===== config.mk =====
export PLATFORM = sky130hd
export DESIGN_NAME = dm_arbiter
export DESIGN_NICKNAME = d
export VERILOG_FILES = /design/src/rtl/dm_arbiter.sv
export SDC_FILE = /design/constraint.sdc
export NUM_CORES = 1
export LEC_CHECK = 0
export CAP_MARGIN = 0
export CORE_MARGIN = 5
export CORE_UTILIZATION = 42
export DETAILED_ROUTE_END_ITERATION = 7
export PLACE_DENSITY = 0.83
export SYNTH_ARGS = -nofsm -noshare
export SYNTH_HDL_FRONTEND = slang
export SYNTH_SLANG_ARGS = --single-unit

===== constraint.sdc =====
create_clock -name clk -period 2.55 [get_ports clk]
set_clock_uncertainty 0.15 [all_clocks]
set_input_delay 0.765 -clock clk [delete_from_list [all_inputs] [get_ports clk]]
set_output_delay 0.765 -clock clk [all_outputs]
set_load 0.02 [all_outputs]

===== src/rtl/dm_arbiter.sv =====
// Round-robin arbiter sharing one single-port DM among NUM_CORES cores, with bounded per-core lock.
// Grant and mem_* one cycle after the request edge, rvalid one cycle later; requesters wait (hold req) until granted.
module dm_arbiter #(
   parameter int NUM_CORES = 4,
   parameter int ADDR_W    = 16,
   parameter int DATA_W    = 16,
   parameter int MAX_LOCK  = 4
) (
   input  logic                          clk,
   input  logic                          rst_n,
   input  logic [NUM_CORES-1:0]          req,
   input  logic [NUM_CORES-1:0]          we,
   input  logic [NUM_CORES-1:0]          lock,
   input  logic [NUM_CORES*ADDR_W-1:0]   addr,
   input  logic [NUM_CORES*DATA_W-1:0]   wdata,
   output logic [NUM_CORES-1:0]          gnt,
   output logic [NUM_CORES-1:0]          rvalid,
   output logic [DATA_W-1:0]             rdata,
   output logic                          mem_en,
   output logic                          mem_we,
   output logic [ADDR_W-1:0]             mem_addr,
   output logic [DATA_W-1:0]             mem_wdata,
   input  logic [DATA_W-1:0]             mem_rdata,
   output logic                          busy
);

   localparam int IDX_W = (NUM_CORES > 1) ? $clog2(NUM_CORES) : 1;
   localparam int CNT_W = $clog2(MAX_LOCK + 1);

   typedef enum logic {ST_ARB, ST_HOLD} state_t;

   state_t                 r_state;
   logic [IDX_W-1:0]       r_rr_ptr;
   logic [IDX_W-1:0]       r_holder;
   logic [CNT_W-1:0]       r_lock_cnt;
   logic [NUM_CORES-1:0]   r_gnt;
   logic [NUM_CORES-1:0]   r_rvalid;
   logic                   r_mem_en;
   logic                   r_mem_we;
   logic [ADDR_W-1:0]      r_mem_addr;
   logic [DATA_W-1:0]      r_mem_wdata;

   logic [NUM_CORES-1:0]   w_elig;
   logic                   w_found;
   logic [IDX_W-1:0]       w_win;
   int                     w_idx;
   logic                   w_hold_cont;
   logic                   w_grant;
   logic [IDX_W-1:0]       w_sel;
   logic [NUM_CORES-1:0]   w_sel_oh;
   state_t                 w_state_nxt;
   logic [CNT_W-1:0]       w_cnt_nxt;
   logic [IDX_W-1:0]       w_ptr_nxt;
   logic [IDX_W-1:0]       w_holder_nxt;

   // The core on the port this cycle is masked, so an unlocked core cannot win twice in a row.
   // A holder that falls back to ARB is masked the same way, since it was granted this cycle.
   assign w_elig = req & ~r_gnt;

   always_comb begin
      w_found = 1'b0;
      w_win   = '0;
      w_idx   = 0;
      for (int k = 0; k < NUM_CORES; k++) begin
         w_idx = int'(r_rr_ptr) + k;
         if (w_idx >= NUM_CORES) w_idx = w_idx - NUM_CORES;
         if (!w_found && w_elig[w_idx]) begin
            w_found = 1'b1;
            w_win   = IDX_W'(w_idx);
         end
      end
   end

   assign w_hold_cont = (r_state == ST_HOLD) && req[r_holder] && lock[r_holder]
                        && (r_lock_cnt < CNT_W'(MAX_LOCK));

   always_comb begin
      w_grant      = 1'b0;
      w_sel        = r_holder;
      w_state_nxt  = ST_ARB;
      w_cnt_nxt    = '0;
      w_ptr_nxt    = r_rr_ptr;
      w_holder_nxt = r_holder;
      if (w_hold_cont) begin
         w_grant     = 1'b1;
         w_state_nxt = ST_HOLD;
         w_cnt_nxt   = r_lock_cnt + 1'b1;
      end else if (w_found) begin
         w_grant   = 1'b1;
         w_sel     = w_win;
         w_ptr_nxt = (int'(w_win) == NUM_CORES - 1) ? '0 : w_win + 1'b1;
         if (lock[w_win]) begin
            w_state_nxt  = ST_HOLD;
            w_cnt_nxt    = CNT_W'(1);
            w_holder_nxt = w_win;
         end
      end
   end

   always_comb begin
      w_sel_oh        = '0;
      w_sel_oh[w_sel] = 1'b1;
   end

   always_ff @(posedge clk or negedge rst_n) begin
      if (!rst_n) begin
         r_state     <= ST_ARB;
         r_rr_ptr    <= '0;
         r_holder    <= '0;
         r_lock_cnt  <= '0;
         r_gnt       <= '0;
         r_rvalid    <= '0;
         r_mem_en    <= 1'b0;
         r_mem_we    <= 1'b0;
         r_mem_addr  <= '0;
         r_mem_wdata <= '0;
      end else begin
         r_state    <= w_state_nxt;
         r_rr_ptr   <= w_ptr_nxt;
         r_holder   <= w_holder_nxt;
         r_lock_cnt <= w_cnt_nxt;
         r_rvalid   <= r_mem_we ? '0 : r_gnt;
         if (w_grant) begin
            r_gnt       <= w_sel_oh;
            r_mem_en    <= 1'b1;
            r_mem_we    <= we[w_sel];
            r_mem_addr  <= addr[w_sel*ADDR_W +: ADDR_W];
            r_mem_wdata <= wdata[w_sel*DATA_W +: DATA_W];
         end else begin
            r_gnt    <= '0;
            r_mem_en <= 1'b0;
            r_mem_we <= 1'b0;
         end
      end
   end

   assign gnt       = r_gnt;
   assign rvalid    = r_rvalid;
   assign rdata     = mem_rdata;
   assign mem_en    = r_mem_en;
   assign mem_we    = r_mem_we;
   assign mem_addr  = r_mem_addr;
   assign mem_wdata = r_mem_wdata;
   assign busy      = (r_state == ST_HOLD) || (|r_gnt);

endmodule

After elaboration in Yosys (flattened, before gate mapping)
Index checks and enable logic that the tools add are counted.

storage, ports and cells
  output and inout port bits = 59
  register bits = 50
  logic and storage cells = 101
  bits of input ports = 158

cells by class
  bitwise operators = 3
  equal/unequal tests = 1
  shift-type cells = 2
  add/subtract/negate cells = 9
  magnitude comparators = 13
  reduce and logical (&&, ||, !) cells = 14
  multiplexer cells = 49

operators by type and width
  operator                                                            number
  < comparator 32 x 4 -> 1 bit (second input constant)                4
  2-to-1 mux 32 bit                                                   4
  variable part select 64 x 7 -> 16 bit                               2
  2-to-1 mux 1 bit                                                    26
  binary-select mux 1 bit (select 2 bit)                              8
  2-to-1 mux 2 bit                                                    7
  subtractor 3 x 3 -> 4 bit (second input constant)                   3
  greater-or-equal comparator 3 bit (second input constant)           3
  < comparator 2 x 3 -> 1 bit (second input constant)                 3
  2-to-1 mux 4 bit                                                    2
  logical AND 1 bit                                                   7
  adder 2 x 2 -> 3 bit (second input constant)                        2
  AND 4 bit                                                           1
  inverter 4 bit                                                      1
  OR reduction 4 bit                                                  1
  subtractor 2 x 3 -> 4 bit (second input constant)                   1
  adder 2 x 1 -> 3 bit (second input constant)                        1
  adder 3 x 1 -> 3 bit (second input constant)                        1
  greater-or-equal comparator 2 x 3 -> 1 bit (second input constant)  1
  zero test 1 bit                                                     3
  < comparator 3 bit (second input constant)                          1
  2-to-1 mux 3 bit                                                    1
  AND reduction 3 bit                                                 1
  adder 2 x 1 -> 2 bit (second input constant)                        1
  other kinds (6)                                                     6

Logic depth before layout (Yosys ltp)
Gate-level depths: netlist (run 1).

  depth after elaboration = 22
  depth in mapped cells = 8
  gate-level depth less buffers = 6

Worst setup path before layout (run 1)
No wires, ideal clock.

  path kind = input to register
  start point = input req[1]
  end point = register r_mem_addr[0], in the netlist mem_addr[0]
  setup slack = 0.073 ns
  path buffers = 2
  stages on the path = 8
  arrival time = 2.203 ns
  path through = and2b_1 nor3_1 a211o_2 buf_8 buf_8 mux2_1 o21ai_1 o21ai_1

on the way
  cells in the longest elaborated chain, start to end = 17
  elaborated cells between the ends (all ways) = 37
  those cells by class = 1 x shift; 26 x mux; 1 x bitwise; 9 x reduce/logical

RTL lines
  element                                                      RTL line  text
  from (decl)                                                  11        input logic [NUM_CORES-1:0] req,
  AND 4 bit                                                    58        assign w_elig = req & ~r_gnt;
  binary-select mux 1 bit (select 2 bit)                       67        if (!w_found && w_elig[w_idx]) begin
  2-to-1 mux 1 bit (implied by the code) (2 in series)         67
  2-to-1 mux 1 bit                                             67
  zero test 1 bit                                              67
  logical AND 1 bit                                            67
  2-to-1 mux 1 bit                                             67
  zero test 1 bit                                              67
  logical AND 1 bit                                            67
  2-to-1 mux 1 bit                                             67
  zero test 1 bit                                              67
  logical AND 1 bit                                            67
  2-to-1 mux 2 bit / 2-to-1 mux 1 bit (equally long branches)  67
  2-to-1 mux 2 bit                                             88        end else if (w_found) begin
  2-to-1 mux 2 bit                                             84        if (w_hold_cont) begin
  variable part select 64 x 7 -> 16 bit                        127       r_mem_addr <= addr[w_sel*ADDR_W +: ADDR_W];
  to (signal assigned)                                         127
  to (decl)                                                    40        logic [ADDR_W-1:0] r_mem_addr;

Parallel ways exist; a longest one is shown, timed or not. The select of a mux whose other input is x is not followed.
A chain may end at the register's enable or synchronous reset.

Worst setup path in the final report (run 1)
  start point = input req[1]
  end point = register r_mem_addr[11], in the netlist mem_addr[11]

The elaborated chain is that of the path after synthesis.

==> metrics, run 1 <==
run status=completed; critical path arrival=approximately 2600 ps; largest net degree at the start of global routing=37; Mapped Nets=between 600 and 700; Initial Util=0.4271; CORE AREA=around 10000 um^2; CTS Buf Count=5; Die Y=roughly 110 um; Layout area overhead=56.33%; Yosys warning count=0; Row Count=37; synthesized area per cell=approximately 9.3 um^2; Worst Path Required=2600 ps; Worst VDD drop=slightly above 0.0006 V; highest clock rate=~0.40 GHz; pwr dens=around 1200 nW/um^2; Yosys reg bits=50; most common cell in the netlist=nand2_1; routed length per instance=between 15 and 20 um; CTS HTree Levels=2; startpoint types=primary input; ys flop type=dfrtp_1; CP endpoint kind=flop; placed cell areas=6460 um^2; CTS tree=yes; Vias per Instance=roughly 5.9; Mapped Cells=approximately 470; CP Max Fanout=7; Residual DRC=0; Crit Path Category=primary input to flop; clk root buf=clkbuf_8; relative slew slack=0.6081; final setup TNS=0 ps; Detail Placement HPWL=11.47 mm; DR iter-0 viols=~330; GR Util met3=0.05714; Reg-to-Reg Start=r_rr_ptr[1]; RePlAce Congestion=just over 0.8; Die Area=around 13000 um^2; DR vias=roughly 4700; Remaining Overflow, GRT=0; final cell count without fillers=approximately 800; GR Util met1=0.2904; fin crit share=0.9799; Post-Syn Area=4389 um^2; drt first pass iters=5; share of cells above drive strength 1=0.1888; initial antenna violation count=0; Final Setup Violations=0; Yosys top cell by area=dfrtp_1; Antenna diodes=0; GRT busiest layer=met2; Max Transition Viols Final=0; CTS sink count=50; Design Area, Final=between 6000 and 7000 um^2; Worst-Margin Slew=about 590 ps; Post-synth EDFFs=0; Post-synth ARST share=1.000; final hold vios=0; HP Class=primary input to async pin; Placed Instances=about 780; io pins=approximately 220; Worst-path clk slew=~100 ps; Clk Latency, worst-skew pair=slightly above 300 ps; GRT Util Overall=0.2468; Post-Route WL=15.96 mm; R2R cell count=8; end of the worst register-to-register path=mem_addr[14]; vias in the first global route=roughly 5000; Post-synth top cells=nand2_1 (75), o21ai_1 (68), and3_1 (64); area share of the largest cell type after synthesis=0.2851; Tmin final=between 2000 and 2500 ps; Leak=0.002933 uW; Die X=112.2 um; PortBufs=around 180; maxcap violations=0; sequential fraction of the synthesis area=0.2851; worst reg-to-reg setup slack=around 170 ps; top cells by area, synth=dfrtp_1 (29%), mux4_2 (16%), and3_1 (9.1%); Max Root-Sink Buffers=2; met2 Use GR=0.4311; Post-DRT Antenna Nets=0; setup repair after global routing missed its margin=no; Yosys cell types=47; first-pass GRT wire length=~25 mm; Final nets=820
==> where the power goes <==
| group | switching [uW] | internal, uW | total, uW | leakage (uW) |
|---|---|---|---|---|
| clock | 291 | 219 | 510 | 0.0000472 |
| sequential | 251 | 1200 | 1450 | 0.000601 |
| combinational | 3060 | 3270 | 6320 | 0.00228 |
==> worst max-delay path by stage <==
stage / startpoint / endpoint / slack, ps / depth (start not counted)
floorplan: req[1] / mem_addr[0] / 70 / 8
global placement: req[0] / mem_addr[4] / -500 / 8
detailed placement: req[0] / mem_addr[12] / -570 / 8
CTS: lock[1] / mem_wdata[12] / -0.4 / 9
global route: req[1] / mem_wdata[4] / 20 / 9
finish: req[1] / mem_addr[11] / 50 / 9
==> metal layers <==
metal	routed length, um	share of wire	vias to the layer above
met5	0	0	-
met4	539	0.034	0
met3	1253	0.079	55
met2	8154	0.51	275
met1	6011	0.38	2261
li1	-	-	2111
==> what timing repair did <==
item	CTS	global route
buffers inserted	6	2
setup endpoints to repair	44	37
resized for setup	14	21
pin swaps	5	5
cloned	4	2
hold buffers	0	0
==> cells in the final DEF (no fill, tap or decap), types with 2 or more instances in the layout <==
cell type          n
buf_6              4
buf_16             2
o21a_1             2
o21ai_1           65
buf_12            11
nand3b_1           3
nor2_1             2
buf_4             32
bufbuf_16          2
and2_1             2
mux2_2             4
and3_1            64
dlygate4sd2_1      3
mux2_4             2
a21oi_1           33
inv_1              3
dfrtp_1           48
nand3_1            6
mux4_2            32
clkdlybuf4s50_1  176
dlymetal6s2s_1     3
o21ai_2            4
nand2b_1           3
mux2i_1            4
dfrtp_2            2
nor2b_1            5
nand2_1           75
mux2_1            30
clkbuf_8           6
a21oi_2            3
==> sequential cells by signal, indices dropped and copies added, names as in the netlist <==
signal      flops
gnt             4
mem_addr       16
mem_en          1
mem_wdata      16
mem_we          1
r_holder        2
r_lock_cnt      3
r_rr_ptr        2
r_state         1
rvalid          4
==> area by class of cell <==
class / count / area, um^2
Multi-Input combinational cell: 365 / 2855
Tap cell: 136 / 170.2
Clock inverter: 2 / 12.51
Fill cell: 808 / 3416
Clock buffer: 6 / 82.58
Sequential cell: 50 / 1254
Inverter: 3 / 11.26
Timing Repair Buffer: 236 / 2476
==> per-stage QoR <==
stage               hold slack (ps)  utilization  power (uW)  setup WS, ps
finish                        296.0       0.6676        8281         51.26
global route                  325.0       0.6676        8805         20.08
CTS                           306.9       0.6598        8142       -0.3699
detailed placement            354.5       0.6286        7014        -574.2
global placement              346.4       0.6286        6815        -495.6
floorplan                     319.4            -        5069         73.39
==> cells by family after synthesis <==
kind of cell | synth area share
AND/OR/NAND/NOR | 0.1984
adder cells (fa/ha/maj) | 0.002850
multiplexers | 0.2657
AO/OA/AOI/OAI | 0.1639
buffers and inverters | 0.08409
flip-flops | 0.2851
==> critical path, stage by stage <==
cell	delay (ps)
dlygate4sd2_1	280
and2b_2	210
o21ai_2	70
a211o_4	410
buf_12	160
buf_16	130
mux2_1	300
o21ai_1	130
o21ai_1	80
Power figures use the tool's default switching activity.
==> run 2, diff against run 1 <==
ABC_CLOCK_PERIOD_IN_PS = 2550   (was unset)
==> results of run 2 <==
No change in the layout: final DEF, timing and power equal those of run 1.
==> run 3, diff against run 2 <==
ABC_CLOCK_PERIOD_IN_PS = 2200   (was 2550)
CORE_UTILIZATION = 38   (was 42)
PLACE_DENSITY = 0.79   (was 0.83)
clock period = 2.2 ns   (was 2.55 ns; I/O delays follow)
==> run 3 against run 2 <==
- the run now ends with setup timing left
- highest routed layer unchanged
- global-route usage shrank 0.26 points
- critical endpoint is now mem_addr[3]
- cell count up 6.1%
- design area increased by 14%
- routed wire length is 18% higher
- first-iteration DRC count increased by 21%
- worst setup slack lost 200 ps
- flip-flop and latch count did not move
- combinational power increased by 48%
- critical path type unchanged
- worst hold slack got worse by 100 ps
==> metrics, run 3 (same netlist as run 1, synthesis figures left out) <==
end of the worst register-to-register path=mem_addr[3]; Die Y=117.5 um (+4.7%); Die X=117.5 um (+4.7%); worst reg-to-reg setup slack=-130 ps (-300 ps); Worst Path Required=2240 ps (-360 ps); Max Root-Sink Buffers=2 (unchanged); Vias per Instance=5.950 (+0.99%); total power=11980 uW (+45%); Detail Placement HPWL=11.28 mm (-1.7%); RePlAce Congestion=0.8765 (+5.5%); Layout area overhead=77.65%; Crit path largest cell delay=410 ps (about the same); fin util=0.6858 (+0.01817); Die Area=13800 um^2 (+9.6%); first-pass GRT wire length=28.03 mm (+11%); maxcap violations=0 (unchanged); Final Setup Violations=37 (+37); Row Count=39 (+5.4%); CP endpoint kind=flop; Clk Latency, worst-skew pair=300 ps (about the same); HP Class=primary input to async pin; commonest non-fill, non-tap cell in the layout=clkdlybuf4s50_1; final hold vios=0 (unchanged); Remaining Overflow, GRT=0 (unchanged); Antenna diodes=0 (unchanged); Worst VDD drop=0.001038 V (+68%); Crit Path Category=primary input to flop; PortBufs=184 (unchanged); Tmin final=2344 ps; Max Transition Viols Final=0 (unchanged); highest clock rate=~0.43 GHz; DR vias=5040 (+7.2%); PnR worst setup slack=-144.3 ps (-195.5 ps); fin crit share=1.066; io pins=217 (unchanged); CP Cell Sequence=buf_2 -> buf_4 -> nand3b_1 -> a2111oi_4 -> buf_6 -> buf_12 -> a31oi_4 -> buf_2 -> and3_1 -> a21oi_1 -> o21ai_1; share of cells above drive strength 1=0.3224 (+0.1336); CTS Buf Count=5 (unchanged); drt first pass iters=5 (unchanged); CTS sink count=50 (unchanged); initial antenna violation count=0 (unchanged); most frequent cells in the layout=clkdlybuf4s50_1 (170), nand2_1 (72), and3_1 (60); CTS tree=yes; Worst-path clk slew=80 ps (-20 ps); Leak=0.003405 uW (+16%); largest net degree at the start of global routing=51 (+38%); DR iter-0 viols=394 (+21%); relative slew slack=0.5148 (-0.09333); startpoint types=primary input; run status=complete, but fails checks; critical path arrival=2380 ps (-170 ps); CP Max Fanout=5 (-2); Final nets=862 (+5.1%); Post-Route WL=18.76 mm (+18%); Worst-Margin Slew=725.1 ps (+137.3 ps); pwr dens=1537 nW/um^2 (+27%); setup repair after global routing missed its margin=yes; CTS HTree Levels=2 (unchanged); Residual DRC=0 (unchanged); routed length per instance=22.15 um (+11%); GRT Util Overall=0.2442 (-0.002574); Hold Slack=194.7 ps (-101.2 ps); CP Launch Point=req[0]; Reg-to-Reg Start=r_holder[0]; clk root buf=clkbuf_16; Setup crit end=mem_addr[3]; CP max stage cell=a2111oi_4; cts hold-fix bufs=0 (unchanged); R2R cell count=9 (+1); vias in the first global route=5449 (+8.7%); Initial Util=0.3860 (-0.04103); cell mode on critical path=buf_2; failing checks=setup timing; Post-DRT Antenna Nets=0 (unchanged); CORE AREA=11370 um^2 (+11%)
## run 3: cell type report
class                      instances  area [um^2]
timing repair buffer             276         2985
fill                             781         3572
sequential                        50         1254
clock inverter                     3        47.55
tap                              143        178.9
multi-input combinational        367         3196
inverter                           3        11.26
clock buffer                       5        125.1
## run 3: what timing repair did
action,CTS,global route
cloned,11,3
gates resized for setup,92,37
endpoints found under the setup margin,49,43
setup buffers,25,17
pin swaps,18,13
## run 3: per-layer routing
layer,track usage,part of all wire,routed length (um),vias to the layer above
li1,-,-,-,2222
met1,0.3018,0.38,7187,2446
met2,0.4109,0.50,9388,318
met3,0.05478,0.085,1587,54
met4,0.1011,0.032,600,0
met5,0,0,0,-
## run 3: through the flow
step | cell area, um^2 | instances | setup WS (ps) | setup TNS, ps
6_report | 7797 | 847 | -144.3 | -2888
5_1_grt | 7797 | 847 | -214.3 | -4860
2_1_floorplan | 4398 | 474 | -157.4 | -4840
4_1_cts | 7508 | 830 | -69.09 | -1061
3_5_place_dp | 6525 | 787 | -779.8 | -31990
3_3_place_gp | 6525 | 787 | -725.8 | -30510
## run 3: worst min path at each step
stage | start | to | slack, ps | depth (start not counted)
after floorplan | rst_n | gnt[0] | 210 | 0
after global placement | mem_we | rvalid[1] | 350 | 1
after detailed placement | mem_we | rvalid[2] | 350 | 1
after CTS | rst_n | mem_en | 210 | 2
after global routing | rst_n | mem_addr[7] | 210 | 2
final | rst_n | mem_en | 190 | 2
## run 3: worst max-delay path, delay by kind of cell
kind | cells | cell delay, ps
buffers and inverters | 5 | 720
AO/OA/AOI/OAI | 4 | 690
AND/OR/NAND/NOR | 2 | 300
## run 3: report_power, final
| part | internal, uW | switching, uW | leakage (uW) |
|---|---|---|---|
| registers | 1390 | 316 | 0.000601 |
| logic | 5000 | 4350 | 0.00272 |
| clock network | 544 | 382 | 0.0000844 |
